## src/rtl/mac_result_clip_pack_if.sv

```systemverilog
// Handshake bundle between the MAC result stage and the packed SRAM write port.
// The master side drives control and samples; the slave side is the clip/pack block.
interface mac_result_clip_pack_if #(
   parameter int ADDR_W = 18
);
   logic              start;
   logic [ADDR_W-1:0] base_address;
   logic [ADDR_W-1:0] word_count;
   logic              in_valid;
   logic [63:0]       in_result;
   logic              in_ready;
   logic              out_valid;
   logic [15:0]       out_data;
   logic [ADDR_W-1:0] out_address;
   logic              out_ready;
   logic              busy;
   logic              done;

   modport master (
      output start, base_address, word_count, in_valid, in_result, out_ready,
      input  in_ready, out_valid, out_data, out_address, busy, done
   );

   modport slave (
      input  start, base_address, word_count, in_valid, in_result, out_ready,
      output in_ready, out_valid, out_data, out_address, busy, done
   );
endinterface

```

## src/rtl/mac_result_clip_pack.sv

```systemverilog
// Rounds, shifts and clips 64-bit MAC results to 8-bit pixels, packs two per
// 16-bit word and writes a programmed run of words through a small FIFO.
module mac_result_clip_pack #(
   parameter int SHIFT      = 16,
   parameter int ROUND      = 1,
   parameter int FIFO_DEPTH = 2,
   parameter int ADDR_W     = 18
) (
   input logic                   Clock_50,
   input logic                   Resetn,
   mac_result_clip_pack_if.slave bus
);
   localparam int PTR_W = $clog2(FIFO_DEPTH);

   localparam logic signed [64:0] RND_ADD   = (ROUND != 0) ? (65'sd1 <<< (SHIFT - 1)) : 65'sd0;
   localparam logic signed [64:0] MAX_PIX   = 65'sd255;
   localparam logic [PTR_W:0]     FULL_CNT  = (PTR_W + 1)'(FIFO_DEPTH);
   localparam logic [PTR_W:0]     ZERO_CNT  = {(PTR_W + 1){1'b0}};
   localparam logic [PTR_W:0]     ONE_CNT   = {{PTR_W{1'b0}}, 1'b1};
   localparam logic [PTR_W-1:0]   ZERO_PTR  = {PTR_W{1'b0}};
   localparam logic [PTR_W-1:0]   ONE_PTR   = {{(PTR_W - 1){1'b0}}, 1'b1};
   localparam logic [ADDR_W-1:0]  ZERO_ADDR = {ADDR_W{1'b0}};
   localparam logic [ADDR_W-1:0]  ONE_ADDR  = {{(ADDR_W - 1){1'b0}}, 1'b1};
   localparam logic [ADDR_W:0]    ZERO_SAMP = {(ADDR_W + 1){1'b0}};
   localparam logic [ADDR_W:0]    ONE_SAMP  = {{ADDR_W{1'b0}}, 1'b1};

   typedef enum logic [1:0] {
      S_IDLE  = 2'd0,
      S_RUN   = 2'd1,
      S_DRAIN = 2'd2,
      S_DONE  = 2'd3
   } state_t;

   // 65-bit signed add keeps the rounding constant from overflowing the accumulator range.
   function automatic logic [7:0] clip_pixel(input logic [63:0] acc);
      logic signed [64:0] t;
      logic signed [64:0] s;
      t = $signed({acc[63], acc}) + RND_ADD;
      s = t >>> SHIFT;
      if (s[64]) begin
         clip_pixel = 8'd0;
      end else if (s > MAX_PIX) begin
         clip_pixel = 8'd255;
      end else begin
         clip_pixel = s[7:0];
      end
   endfunction

   state_t            r_state;
   state_t            w_next;
   logic [ADDR_W-1:0] r_addr;
   logic [ADDR_W-1:0] r_words_left;
   logic [ADDR_W:0]   r_samples_left;
   logic              r_half;
   logic [7:0]        r_hold;
   logic [15:0]       r_mem [FIFO_DEPTH];
   logic [PTR_W-1:0]  r_wr_ptr;
   logic [PTR_W-1:0]  r_rd_ptr;
   logic [PTR_W:0]    r_count;

   logic              w_full;
   logic              w_empty;
   logic              w_in_ready;
   logic              w_accept;
   logic              w_push;
   logic              w_pop;
   logic              w_start_run;
   logic [7:0]        w_pix;

   assign w_full      = (r_count == FULL_CNT);
   assign w_empty     = (r_count == ZERO_CNT);
   // A held even pixel with no FIFO room would have nowhere to go on the next accept.
   assign w_in_ready  = (r_state == S_RUN) && !(r_half && w_full);
   assign w_accept    = bus.in_valid && w_in_ready;
   assign w_push      = w_accept && r_half;
   assign w_pop       = !w_empty && bus.out_ready;
   assign w_start_run = (r_state == S_IDLE) && bus.start && (bus.word_count != ZERO_ADDR);
   assign w_pix       = clip_pixel(bus.in_result);

   assign bus.in_ready    = w_in_ready;
   assign bus.out_valid   = !w_empty;
   assign bus.out_data    = r_mem[r_rd_ptr];
   assign bus.out_address = r_addr;
   assign bus.busy        = (r_state == S_RUN) || (r_state == S_DRAIN);
   assign bus.done        = (r_state == S_DONE);

   // Control FSM state register.
   always_ff @(posedge Clock_50 or negedge Resetn) begin
      if (!Resetn) begin
         r_state <= S_IDLE;
      end else begin
         r_state <= w_next;
      end
   end

   // Next-state logic; the final pop is seen in DRAIN because the last word is pushed on the RUN exit edge.
   always_comb begin
      w_next = r_state;
      case (r_state)
         S_IDLE: begin
            if (bus.start) begin
               if (bus.word_count == ZERO_ADDR) begin
                  w_next = S_DONE;
               end else begin
                  w_next = S_RUN;
               end
            end else begin
               w_next = S_IDLE;
            end
         end
         S_RUN: begin
            if (w_accept && (r_samples_left == ONE_SAMP)) begin
               w_next = S_DRAIN;
            end else begin
               w_next = S_RUN;
            end
         end
         S_DRAIN: begin
            if ((w_pop && (r_words_left == ONE_ADDR)) || (r_words_left == ZERO_ADDR)) begin
               w_next = S_DONE;
            end else begin
               w_next = S_DRAIN;
            end
         end
         S_DONE: begin
            w_next = S_IDLE;
         end
         default: begin
            w_next = S_IDLE;
         end
      endcase
   end

   // Run counters, address and pixel pairing.
   always_ff @(posedge Clock_50 or negedge Resetn) begin
      if (!Resetn) begin
         r_addr         <= ZERO_ADDR;
         r_words_left   <= ZERO_ADDR;
         r_samples_left <= ZERO_SAMP;
         r_half         <= 1'b0;
         r_hold         <= 8'd0;
      end else if (w_start_run) begin
         r_addr         <= bus.base_address;
         r_words_left   <= bus.word_count;
         r_samples_left <= {bus.word_count, 1'b0};
         r_half         <= 1'b0;
      end else begin
         if (w_pop) begin
            r_addr       <= r_addr + ONE_ADDR;
            r_words_left <= r_words_left - ONE_ADDR;
         end
         if (w_accept) begin
            r_samples_left <= r_samples_left - ONE_SAMP;
            r_half         <= !r_half;
            if (!r_half) begin
               r_hold <= w_pix;
            end
         end
      end
   end

   // Packed-word FIFO storage and occupancy.
   always_ff @(posedge Clock_50 or negedge Resetn) begin
      if (!Resetn) begin
         for (int i = 0; i < FIFO_DEPTH; i++) begin
            r_mem[i] <= 16'h0000;
         end
         r_wr_ptr <= ZERO_PTR;
         r_rd_ptr <= ZERO_PTR;
         r_count  <= ZERO_CNT;
      end else begin
         if (w_push) begin
            r_mem[r_wr_ptr] <= {r_hold, w_pix};
            r_wr_ptr        <= r_wr_ptr + ONE_PTR;
         end
         if (w_pop) begin
            r_rd_ptr <= r_rd_ptr + ONE_PTR;
         end
         if (w_push && !w_pop) begin
            r_count <= r_count + ONE_CNT;
         end else if (w_pop && !w_push) begin
            r_count <= r_count - ONE_CNT;
         end
      end
   end
endmodule

```

## src/flat_wrapper.sv

```systemverilog
// flat-port wrapper written by rule: the top's interface ports become plain ports
module mac_result_clip_pack_flat 
#(
   parameter int SHIFT      = 16,
   parameter int ROUND      = 1,
   parameter int FIFO_DEPTH = 2,
   parameter int ADDR_W     = 18
)
  (Clock_50, Resetn, bus_start, bus_base_address, bus_word_count, bus_in_valid, bus_in_result, bus_out_ready, bus_in_ready, bus_out_valid, bus_out_data, bus_out_address, bus_busy, bus_done);
  mac_result_clip_pack_if #(.ADDR_W(ADDR_W)) bus_i ();
  input logic Clock_50;
  input logic Resetn;
  input wire logic [$bits(bus_i.start)-1:0] bus_start;
  input wire logic [$bits(bus_i.base_address)-1:0] bus_base_address;
  input wire logic [$bits(bus_i.word_count)-1:0] bus_word_count;
  input wire logic [$bits(bus_i.in_valid)-1:0] bus_in_valid;
  input wire logic [$bits(bus_i.in_result)-1:0] bus_in_result;
  input wire logic [$bits(bus_i.out_ready)-1:0] bus_out_ready;
  output wire logic [$bits(bus_i.in_ready)-1:0] bus_in_ready;
  output wire logic [$bits(bus_i.out_valid)-1:0] bus_out_valid;
  output wire logic [$bits(bus_i.out_data)-1:0] bus_out_data;
  output wire logic [$bits(bus_i.out_address)-1:0] bus_out_address;
  output wire logic [$bits(bus_i.busy)-1:0] bus_busy;
  output wire logic [$bits(bus_i.done)-1:0] bus_done;
  assign bus_i.start = bus_start;
  assign bus_i.base_address = bus_base_address;
  assign bus_i.word_count = bus_word_count;
  assign bus_i.in_valid = bus_in_valid;
  assign bus_i.in_result = bus_in_result;
  assign bus_i.out_ready = bus_out_ready;
  assign bus_in_ready = bus_i.in_ready;
  assign bus_out_valid = bus_i.out_valid;
  assign bus_out_data = bus_i.out_data;
  assign bus_out_address = bus_i.out_address;
  assign bus_busy = bus_i.busy;
  assign bus_done = bus_i.done;
  mac_result_clip_pack #(.SHIFT(SHIFT), .ROUND(ROUND), .FIFO_DEPTH(FIFO_DEPTH), .ADDR_W(ADDR_W)) u_core (.Clock_50(Clock_50), .Resetn(Resetn), .bus(bus_i));
endmodule
```

## config.mk

```make
export PLATFORM = sky130hd
export DESIGN_NAME = mac_result_clip_pack_flat
export DESIGN_NICKNAME = d
export VERILOG_FILES = /design/src/rtl/mac_result_clip_pack_if.sv /design/src/rtl/mac_result_clip_pack.sv /design/src/flat_wrapper.sv
export SDC_FILE = /design/constraint.sdc
export NUM_CORES = 1
export LEC_CHECK = 0
export BUFFER_PORTS_ARGS = -buffer_cell sky130_fd_sc_hd__buf_2
export CAP_MARGIN = 25
export CORE_MARGIN = 3
export CORE_UTILIZATION = 40
export CTS_BUF_LIST = sky130_fd_sc_hd__clkbuf_2
export CTS_CLUSTER_SIZE = 30
export DETAILED_ROUTE_END_ITERATION = 8
export SKIP_CTS_REPAIR_TIMING = 1
export SLEW_MARGIN = 20
export SYNTH_ARGS = -nofsm -noshare
export SYNTH_HDL_FRONTEND = slang
export SYNTH_SLANG_ARGS = --single-unit
```

## constraint.sdc

```tcl
create_clock -name Clock_50 -period 2.5 [get_ports Clock_50]
set_clock_uncertainty 0.2 [all_clocks]
set_input_delay 0.5 -clock Clock_50 [delete_from_list [all_inputs] [get_ports Clock_50]]
set_output_delay 0.5 -clock Clock_50 [all_outputs]
set_load 0.1 [all_outputs]
```

After elaboration in Yosys (flattened, before gate mapping)
Cells that the tools add are included.

word-level totals
  flip-flop bits (word level) = 102
  logic and storage cells = 84

operators by class
  add/subtract/negate cells = 8
  $lt $le $gt $ge = 4
  equal/unequal tests = 6
  mux-type cells = 23
  bitwise gates (word level) = 4
  reduce and logical (&&, ||, !) cells = 28

operator list
  cell                                                                               count
  18-bit two-way mux                                                                 4
  64-bit by 17-bit adder with 65-bit output (second input constant)                  1
  16-bit two-way mux                                                                 4
  49-bit by 9-bit greater-than comparator with 1-bit output (second input constant)  1
  19-bit two-way mux                                                                 2
  18-bit zero test                                                                   2
  32-bit bitwise mux                                                                 1
  19-bit by 1-bit equality test with 1-bit output (second input constant)            1
  19-bit by 1-bit subtractor with 19-bit output (second input constant)              1
  18-bit by 1-bit adder with 18-bit output (second input constant)                   1
  18-bit by 1-bit equality test with 1-bit output (second input constant)            1
  18-bit nonzero test                                                                1
  18-bit by 1-bit subtractor with 18-bit output (second input constant)              1
  16-bit demux with 1-bit select                                                     1
  8-bit two-way mux                                                                  2
  1-bit logical AND                                                                  12
  2-bit two-way mux                                                                  5
  2-bit case mux with 4 select lines                                                 1
  2-bit equality test (second input constant)                                        3
  2-bit nonzero test                                                                 3
  1-bit zero test                                                                    5
  2-bit greater-or-equal comparator (second input constant)                          2
  2-bit zero test                                                                    2
  1-bit inverter with 2-bit output                                                   2
  9 further kinds                                                                    14

Logic depth before layout (Yosys ltp)
Gate-level depths: netlist of run 1.

  word-level depth = 10
  mapped depth = 10
  gate-level depth less buffers = 9

Worst setup path before layout of run 1
No wires, ideal clock.

  path type = input-to-reg
  from = input bus_in_result[31]
  to = register u_core.r_hold[3]
  arrival time = 2854 ps
  data required time = 2172 ps
  setup slack = -682 ps
  stages on the path = 10
  cells stage by stage = clkbuf_1 -> nand4_1 -> or4_1 -> buf_2 -> nor4_1 -> mux2i_1 -> clkbuf_1 -> o2111ai_1 -> nor4_1 -> a21oi_1

between the ends
  word-level cells in the longest chain between the ends = 4

ends and longest elaborated chain
  what                                                       line                         RTL
  start: declaration                                         flat_wrapper.sv:17           input wire logic [$bits(bus_i.in_result)-1:0] bus_in_result;
  64-bit by 17-bit adder with 65-bit output (*)              mac_result_clip_pack.sv:38   t = $signed({acc[63], acc}) + RND_ADD;
  49-bit by 9-bit greater-than comparator with 1-bit output  mac_result_clip_pack.sv:42   end else if (s > MAX_PIX) begin
  8-bit two-way mux                                          mac_result_clip_pack.sv:42
  8-bit two-way mux (*)                                      mac_result_clip_pack.sv:40   if (s[64]) begin
  end signal: assignment                                     mac_result_clip_pack.sv:156  r_hold <= w_pix;
  end: declaration                                           mac_result_clip_pack.sv:55   logic [7:0] r_hold;

Every way passes the cells marked *; elsewhere a longest branch is shown, timed or not.
A chain may end at the register's enable or synchronous reset.

Worst setup path in the final report of run 1
  from = input bus_in_result[23]
  to = register u_core.r_mem[21] in the netlist's numbering

between the ends
  word-level cells in the longest chain between the ends = 5

ends and longest elaborated chain
  what                                                       line                         RTL
  64-bit by 17-bit adder with 65-bit output (*)              mac_result_clip_pack.sv:38
  49-bit by 9-bit greater-than comparator with 1-bit output  mac_result_clip_pack.sv:42
  8-bit two-way mux                                          mac_result_clip_pack.sv:42
  8-bit two-way mux (*)                                      mac_result_clip_pack.sv:40
  32-bit bitwise mux (*)                                     mac_result_clip_pack.sv:173  r_mem[r_wr_ptr] <= {r_hold, w_pix};
  end signal: indexed assignment                             mac_result_clip_pack.sv:173
  end: declaration                                           mac_result_clip_pack.sv:56   logic [15:0] r_mem [FIFO_DEPTH];

Marks and branches as above.

==> results of run 1 <==
==> flip-flops by register name (all words and copies together), names as in the netlist <==
register,cells
u_core.r_half,1
u_core.r_count,2
u_core.r_rd_ptr,1
u_core.r_state,2
u_core.r_words_left,18
u_core.bus.out_address,18
u_core.r_samples_left,19
u_core.r_wr_ptr,1
u_core.r_mem,32
u_core.r_hold,8
==> logic make-up (layout without fill, tap and decap cells) <==
| kind of cell | count (synthesis) | after routing | share of synthesized area |
|---|---|---|---|
| AO/OA/AOI/OAI | 173 | 173 | 0.1560 |
| XOR/XNOR | 71 | 71 | 0.09013 |
| adder cells (fa/ha/maj) | 12 | 12 | 0.02176 |
| buffers and inverters | 62 | 357 | 0.03845 |
| flip-flops | 102 | 102 | 0.3700 |
| multiplexers | 22 | 22 | 0.03537 |
| AND/OR/NAND/NOR | 387 | 387 | 0.2884 |
==> per-stage QoR <==
stage	cells	power [W]	utilization
floorplan	829	0.007435	-
global placement	1277	0.009196	0.5482
detailed placement	1277	0.009263	0.5482
CTS	1293	0.01004	0.5548
global route	1344	0.01103	0.6059
finish	1344	0.01042	0.6059
==> cell type report <==
| type | instances | area [um2] |
|---|---|---|
| Fill cell | 1483 | 6605 |
| Tap cell | 220 | 275.3 |
| Multi-Input combinational cell | 665 | 4478 |
| Inverter | 15 | 56.30 |
| Clock inverter | 6 | 60.06 |
| Timing Repair Buffer | 326 | 2680 |
| Sequential cell | 102 | 2555 |
| Clock buffer | 10 | 50.05 |
==> cells in the final DEF (no fill, tap or decap), types with 5 or more instances in the layout <==
| cell | n |
|---|---|
| nor2_1 | 68 |
| or2_2 | 5 |
| buf_4 | 148 |
| nand4_1 | 20 |
| dlygate4sd3_1 | 36 |
| or4_1 | 5 |
| nand3_2 | 5 |
| dfrtp_1 | 100 |
| nor4_2 | 19 |
| clkbuf_2 | 10 |
| buf_6 | 6 |
| o2111ai_1 | 24 |
| a21oi_1 | 59 |
| buf_12 | 28 |
| and4_1 | 8 |
| ha_1 | 9 |
| buf_2 | 106 |
| o21ai_0 | 50 |
| xor2_1 | 22 |
| nand2_1 | 112 |
| clkinv_4 | 5 |
| nand3_1 | 33 |
| mux2_2 | 16 |
| or4_4 | 7 |
| and3_1 | 10 |
| nor3_1 | 25 |
| xnor2_1 | 49 |
| nor3_2 | 5 |
| nor4_1 | 32 |
| inv_1 | 12 |
==> layer usage <==
metal	vias to the layer above	share of wire	global-route usage
li1	3644	-	-
met1	3511	0.45	0.2961
met2	195	0.49	0.3798
met3	31	0.044	0.03725
met4	0	0.017	0.05377
met5	-	0	0
==> power groups by stage <==
stage | Clock [W] | Sequential, W | Combinational, W
finish | 0.000749 | 0.00314 | 0.00653
floorplan | 0 | 0.00405 | 0.00339
CTS | 0.000790 | 0.00309 | 0.00616
global route | 0.000852 | 0.00324 | 0.00694
global placement | 0 | 0.00310 | 0.00610
detailed placement | 0 | 0.00313 | 0.00614
==> worst max-delay path, delay by kind of cell <==
family	cells	cell delay, ns
buffers and inverters	4	0.62
AND/OR/NAND/NOR	5	1.39
AO/OA/AOI/OAI	2	0.36
==> path summary, 6_finish.rpt <==
path                                                 from  slack [ns]                      end  cells after the start
worst max-delay path                    bus_in_result[23]       -0.06         u_core.r_mem[21]                     11
worst min-delay path                   bus_word_count[16]        0.03  u_core.r_words_left[16]                      4
worst max register to register  u_core.r_samples_left[14]        0.07        u_core.r_state[1]                      6
worst min register to register           u_core.r_mem[15]        0.31         u_core.r_mem[15]                      2
max in group asynchronous                          Resetn        1.28         u_core.r_mem[10]                      3
min in group asynchronous                          Resetn        0.14  u_core.r_words_left[13]                      2
==> results.json, run 1 <==
{
  "status": "finished, violations left",
  "violations": "setup timing",
  "synthTopCellsByArea": "dfrtp_1, xnor2_1, nand2_1",
  "rows": 47,
  "finalSetupTns_ns": -0.6232,
  "cts_root_buf": "clkbuf_2",
  "cp_slowest_stage_delay_ns": 0.57,
  "cp_data_arrival_time_ns": 2.87,
  "synth_cell_types": 61,
  "die_w_um": 137.3,
  "antenna_found_initial": 0,
  "drtPass1Iterations": 4,
  "synth.most_common_cell": "nand2_1",
  "yosysSeqAreaShare": 0.3700,
  "clkPwrFrac": 0.072,
  "via_per_inst": 5.492,
  "cts_tree": "yes",
  "yosys.area.top_type": "dfrtp_1",
  "fp.dieH_um": 137.3,
  "setup_viol": 21,
  "critPathMaxFanout": 12,
  "place_hpwl_um": 16080,
  "p_leak_nw": 4.189,
  "seq_power_share": 0.302,
  "worst_slack_ns": -0.05637,
  "clock-sinks": 102,
  "synth_area_mm2": 0.006899,
  "tightest_slew_ns": 0.5673,
  "synth_warnings": 0,
  "drv_cap": 0,
  "ys_seq_elements": 102,
  "core_area_mm2": 0.01676,
  "syn_to_final_growth_pct": 47.19,
  "syn_area_per_cell_um2": 8.322,
  "start_util": 0.4116,
  "post-route-cell-area_mm2": 0.01015,
  "synthCells": 829,
  "slowest_stage": "or4_4",
  "ant_nets": 0,
  "clk_latency_ns": 0.64,
  "die-area_mm2": 0.01886,
  "path_cells": "buf_2 -> nand3_1 -> buf_4 -> or4_4 -> o31ai_4 -> nor4b_4 -> nand4_1 -> nor4_4 -> buf_6 -> clkbuf_16 -> a21oi_1",
  "async_flop_share": 1.000,
  "grt_first_pass_wirelength_um": 34030,
  "fin_crit_sh": 1.023,
  "worstSetupPathType": "input port to register",
  "maxSlewHeadroom": 0.6218,
  "grt_pass1_vias": 7022,
  "grt_start_max_net_pins": 43,
  "p_sw_frac": 0.5363,
  "max_freq_ghz": 0.3912,
  "worstHoldPathType": "input port to register",
  "grt.total_usage": 0.2229,
  "synth_nets": 946,
  "via_count": 7381,
  "postRouteWirelength_um": 22150,
  "io_pins": 143,
  "placed_area_mm2": 0.009188,
  "fin_crit_ns": 2.556,
  "max-clock-path-buffers": 2,
  "cp.required_ns": 2.82,
  "drc": 0,
  "report.final.slew_viol_count": 0,
  "synth_flop_cell": "dfrtp_1",
  "hold_viol_final": 0,
  "synthTopCellsByCount": "nand2_1, dfrtp_1, nor2_1, a21oi_1, nor4_1",
  "gp_congestion": 0.9413,
  "io_buffers": 127,
  "fin_nets": 1236,
  "cts_max_level": 3,
  "drive_above_1_share": 0.3532,
  "yosysTopAreaCellShare": 0.3700,
  "cp-end-kind": "register",
  "whs_ns": 0.03136,
  "clk_pin_slew_ns": 0.32,
  "synth_edf_count": 0,
  "power_frac_comb": 0.627,
  "post-place-ws_ns": -0.6737,
  "p_switching_w": 0.005589,
  "peakVddDrop_mv": 1.092,
  "p_per_area_mw_per_mm2": 1026,
  "cp-start-kind": "input port",
  "cts_buffers": 9,
  "intPower_w": 0.004833,
  "insertedDiodeCount": 0,
  "grt_setup_unrepaired": "true",
  "drtIter0Drc": 389,
  "avgRoutedWirePerCell_um": 16.48,
  "overflow": 0
}
No activity file was read; power rests on OpenSTA's default activity.
==> inputs of run 2 (changes only) <==
Settings changed: SKIP_LAST_GASP from default to 1.
==> run 2 against run 1 <==
Effect of this change:
- the flow still finishes with violations (setup timing)
- maximum frequency is 0.16% lower
- core utilization down 0.097 points
- final cell count is the same
- hold slack improved by 0.0026 ns
- register-to-register slack lost 0.02 ns
- first-iteration DRC count down 8.0%
- clock power is essentially flat
- flip-flop and latch count unchanged
- sequential power hardly changed
- via count about the same
- highest routed layer unchanged
==> results.json, run 2 (synthesis results as in run 1) <==
{
  "status": "finished, violations left",
  "violations": "setup timing",
  "clk_pin_slew_ns": 0.32,
  "ant_nets": 0,
  "crit_cells": 11,
  "grt.total_usage": 0.2229,
  "overflow": 0,
  "placed_area_mm2": 0.009188,
  "die_w_um": 137.3,
  "p_sw_frac": 0.5363,
  "peakVddDrop_mv": 1.092,
  "r2r_setup_slack_ns": 0.05,
  "core_area_mm2": 0.01676,
  "p_switching_w": 0.005572,
  "worstSetupPathType": "input port to register",
  "insertedDiodeCount": 0,
  "cp_data_arrival_time_ns": 2.88,
  "clk_latency_ns": 0.64,
  "gp_congestion": 0.9413,
  "syn_to_final_growth_pct": 46.95,
  "final_common_cell": "buf_4",
  "r2r-end": "u_core.r_samples_left[14]",
  "multiInputGateArea_mm2": 0.004462,
  "max-clock-path-buffers": 2,
  "clkPwrFrac": 0.072,
  "fin_nets": 1236,
  "cpLargestDelayFamily": "simple AND/OR/NAND/NOR gates",
  "critPathMaxFanout": 12,
  "fp.dieH_um": 137.3,
  "top_regs": "u_core.r_mem (32), u_core.r_samples_left (19)",
  "grt_start_max_net_pins": 43,
  "largest_reg_flops": 32,
  "path_cells": "buf_2 -> nand3_1 -> buf_4 -> or4_4 -> o31ai_4 -> nor4b_4 -> nand4_1 -> nor4_4 -> buf_6 -> clkbuf_16 -> a21oi_1",
  "antenna_found_initial": 0,
  "io_pins": 143,
  "post-place-ws_ns": -0.6737,
  "maxSlewHeadroom": 0.6228,
  "power_frac_comb": 0.626,
  "cts_root_buf": "clkbuf_2",
  "grt_setup_unrepaired": "true",
  "grt_pass1_vias": 7022,
  "drive_above_1_share": 0.3532,
  "setup_viol": 21,
  "drtPass1Iterations": 7,
  "clock-sinks": 102,
  "postRouteWirelength_um": 22080,
  "intPower_w": 0.004816,
  "hold_viol_final": 0,
  "final_cell_mix": "buf_4, nand2_1, buf_2, dfrtp_1, nor2_1",
  "fin_crit_sh": 1.024,
  "via_per_inst": 5.488,
  "post-route-cell-area_mm2": 0.01014,
  "rows": 47,
  "grt_first_pass_wirelength_um": 34030,
  "hold_start": "bus_word_count[16]",
  "fillers": 1484,
  "rr_startpoint": "u_core.r_samples_left[7]",
  "finalNonFillerCells": 1344,
  "cp_slowest_stage_delay_ns": 0.57,
  "drv_cap": 0,
  "cp-end-kind": "register",
  "seq_power_share": 0.302,
  "regArea_mm2": 0.002555,
  "whs_ns": 0.03398,
  "crit_buf_inv": 4,
  "max_freq_ghz": 0.3905,
  "fin_crit_ns": 2.561,
  "p_per_area_mw_per_mm2": 1025,
  "report.final.slew_viol_count": 0,
  "p_leak_nw": 4.176,
  "cts_tree": "yes",
  "dpl.cell_count": 1277,
  "min_to": "u_core.r_words_left[16]",
  "tightest_slew_ns": 0.5659,
  "min_delay_path_depth": 4,
  "worst_slack_ns": -0.06051,
  "cts_buffers": 9,
  "io_buffers": 127,
  "regMostFlops": "u_core.r_mem",
  "start_util": 0.4116,
  "worstHoldPathType": "input port to register",
  "drc": 0,
  "via_count": 7376,
  "slowest_stage": "or4_4",
  "cp.required_ns": 2.82,
  "place_hpwl_um": 16080,
  "die-area_mm2": 0.01886,
  "drtIter0Drc": 358,
  "reg2regPathDepth": 7,
  "cp-start-kind": "input port",
  "avgRoutedWirePerCell_um": 16.43,
  "cts_max_level": 3
}
-- run 2: changes by cell type in the layout (fill, tap and decap cells not counted) --
cell / delta
mux2_4: -2
nor4_4: -1
mux2_2: +2
nor4_2: +1
-- run 2: area by class of cell --
class | count | share of cell area
Multi-Input combinational cell | 665 | 0.4401
Timing Repair Buffer | 326 | 0.2643
Sequential cell | 102 | 0.2520
Tap cell | 220 | 0.02715
Clock inverter | 6 | 0.005924
Inverter | 15 | 0.005553
Clock buffer | 10 | 0.004936
-- run 2: power by group through the flow --
stage | clock, W | sequential [W] | combinational [W]
floorplan | 0 | 0.00405 | 0.00339
global placement | 0 | 0.00310 | 0.00610
detailed placement | 0 | 0.00313 | 0.00614
CTS | 0.000790 | 0.00309 | 0.00616
global route | 0.000852 | 0.00324 | 0.00691
finish | 0.000747 | 0.00313 | 0.00651
-- run 2: worst min-delay path: stages --
cell and delay, ns:
buf_2 0.09, buf_4 0.09, nor2_1 0.06, a21oi_1 0.11
-- run 2: worst max path at each step --
stage | startpoint | end
3_5_place_dp | bus_in_result[15] | u_core.r_mem[20]
3_3_place_gp | bus_in_result[23] | u_core.r_mem[19]
4_1_cts | u_core.r_state[1] | bus_in_ready
5_1_grt | u_core.r_rd_ptr | bus_out_data[1]
2_1_floorplan | bus_in_result[25] | u_core.r_hold[3]
6_report | bus_in_result[23] | u_core.r_mem[21]
-- run 2: per-layer routing --
| metal | global-route usage | routed length, um |
|---|---|---|
| met1 | 0.2961 | 9810 |
| met5 | 0 | 0 |
| met4 | 0.05377 | 404 |
| met2 | 0.3798 | 10820 |
| met3 | 0.03725 | 1046 |
-- run 2: per-stage QoR --
step / total power (W) / util / setup TNS (ns)
final: 0.01039 / 0.6049 / -0.7429
after global routing: 0.01100 / 0.6049 / -2.521
after CTS: 0.01004 / 0.5548 / -2.889
after detailed placement: 0.009263 / 0.5482 / -15.83
after global placement: 0.009196 / 0.5482 / -16.04
after floorplan: 0.007435 / - / -10.59
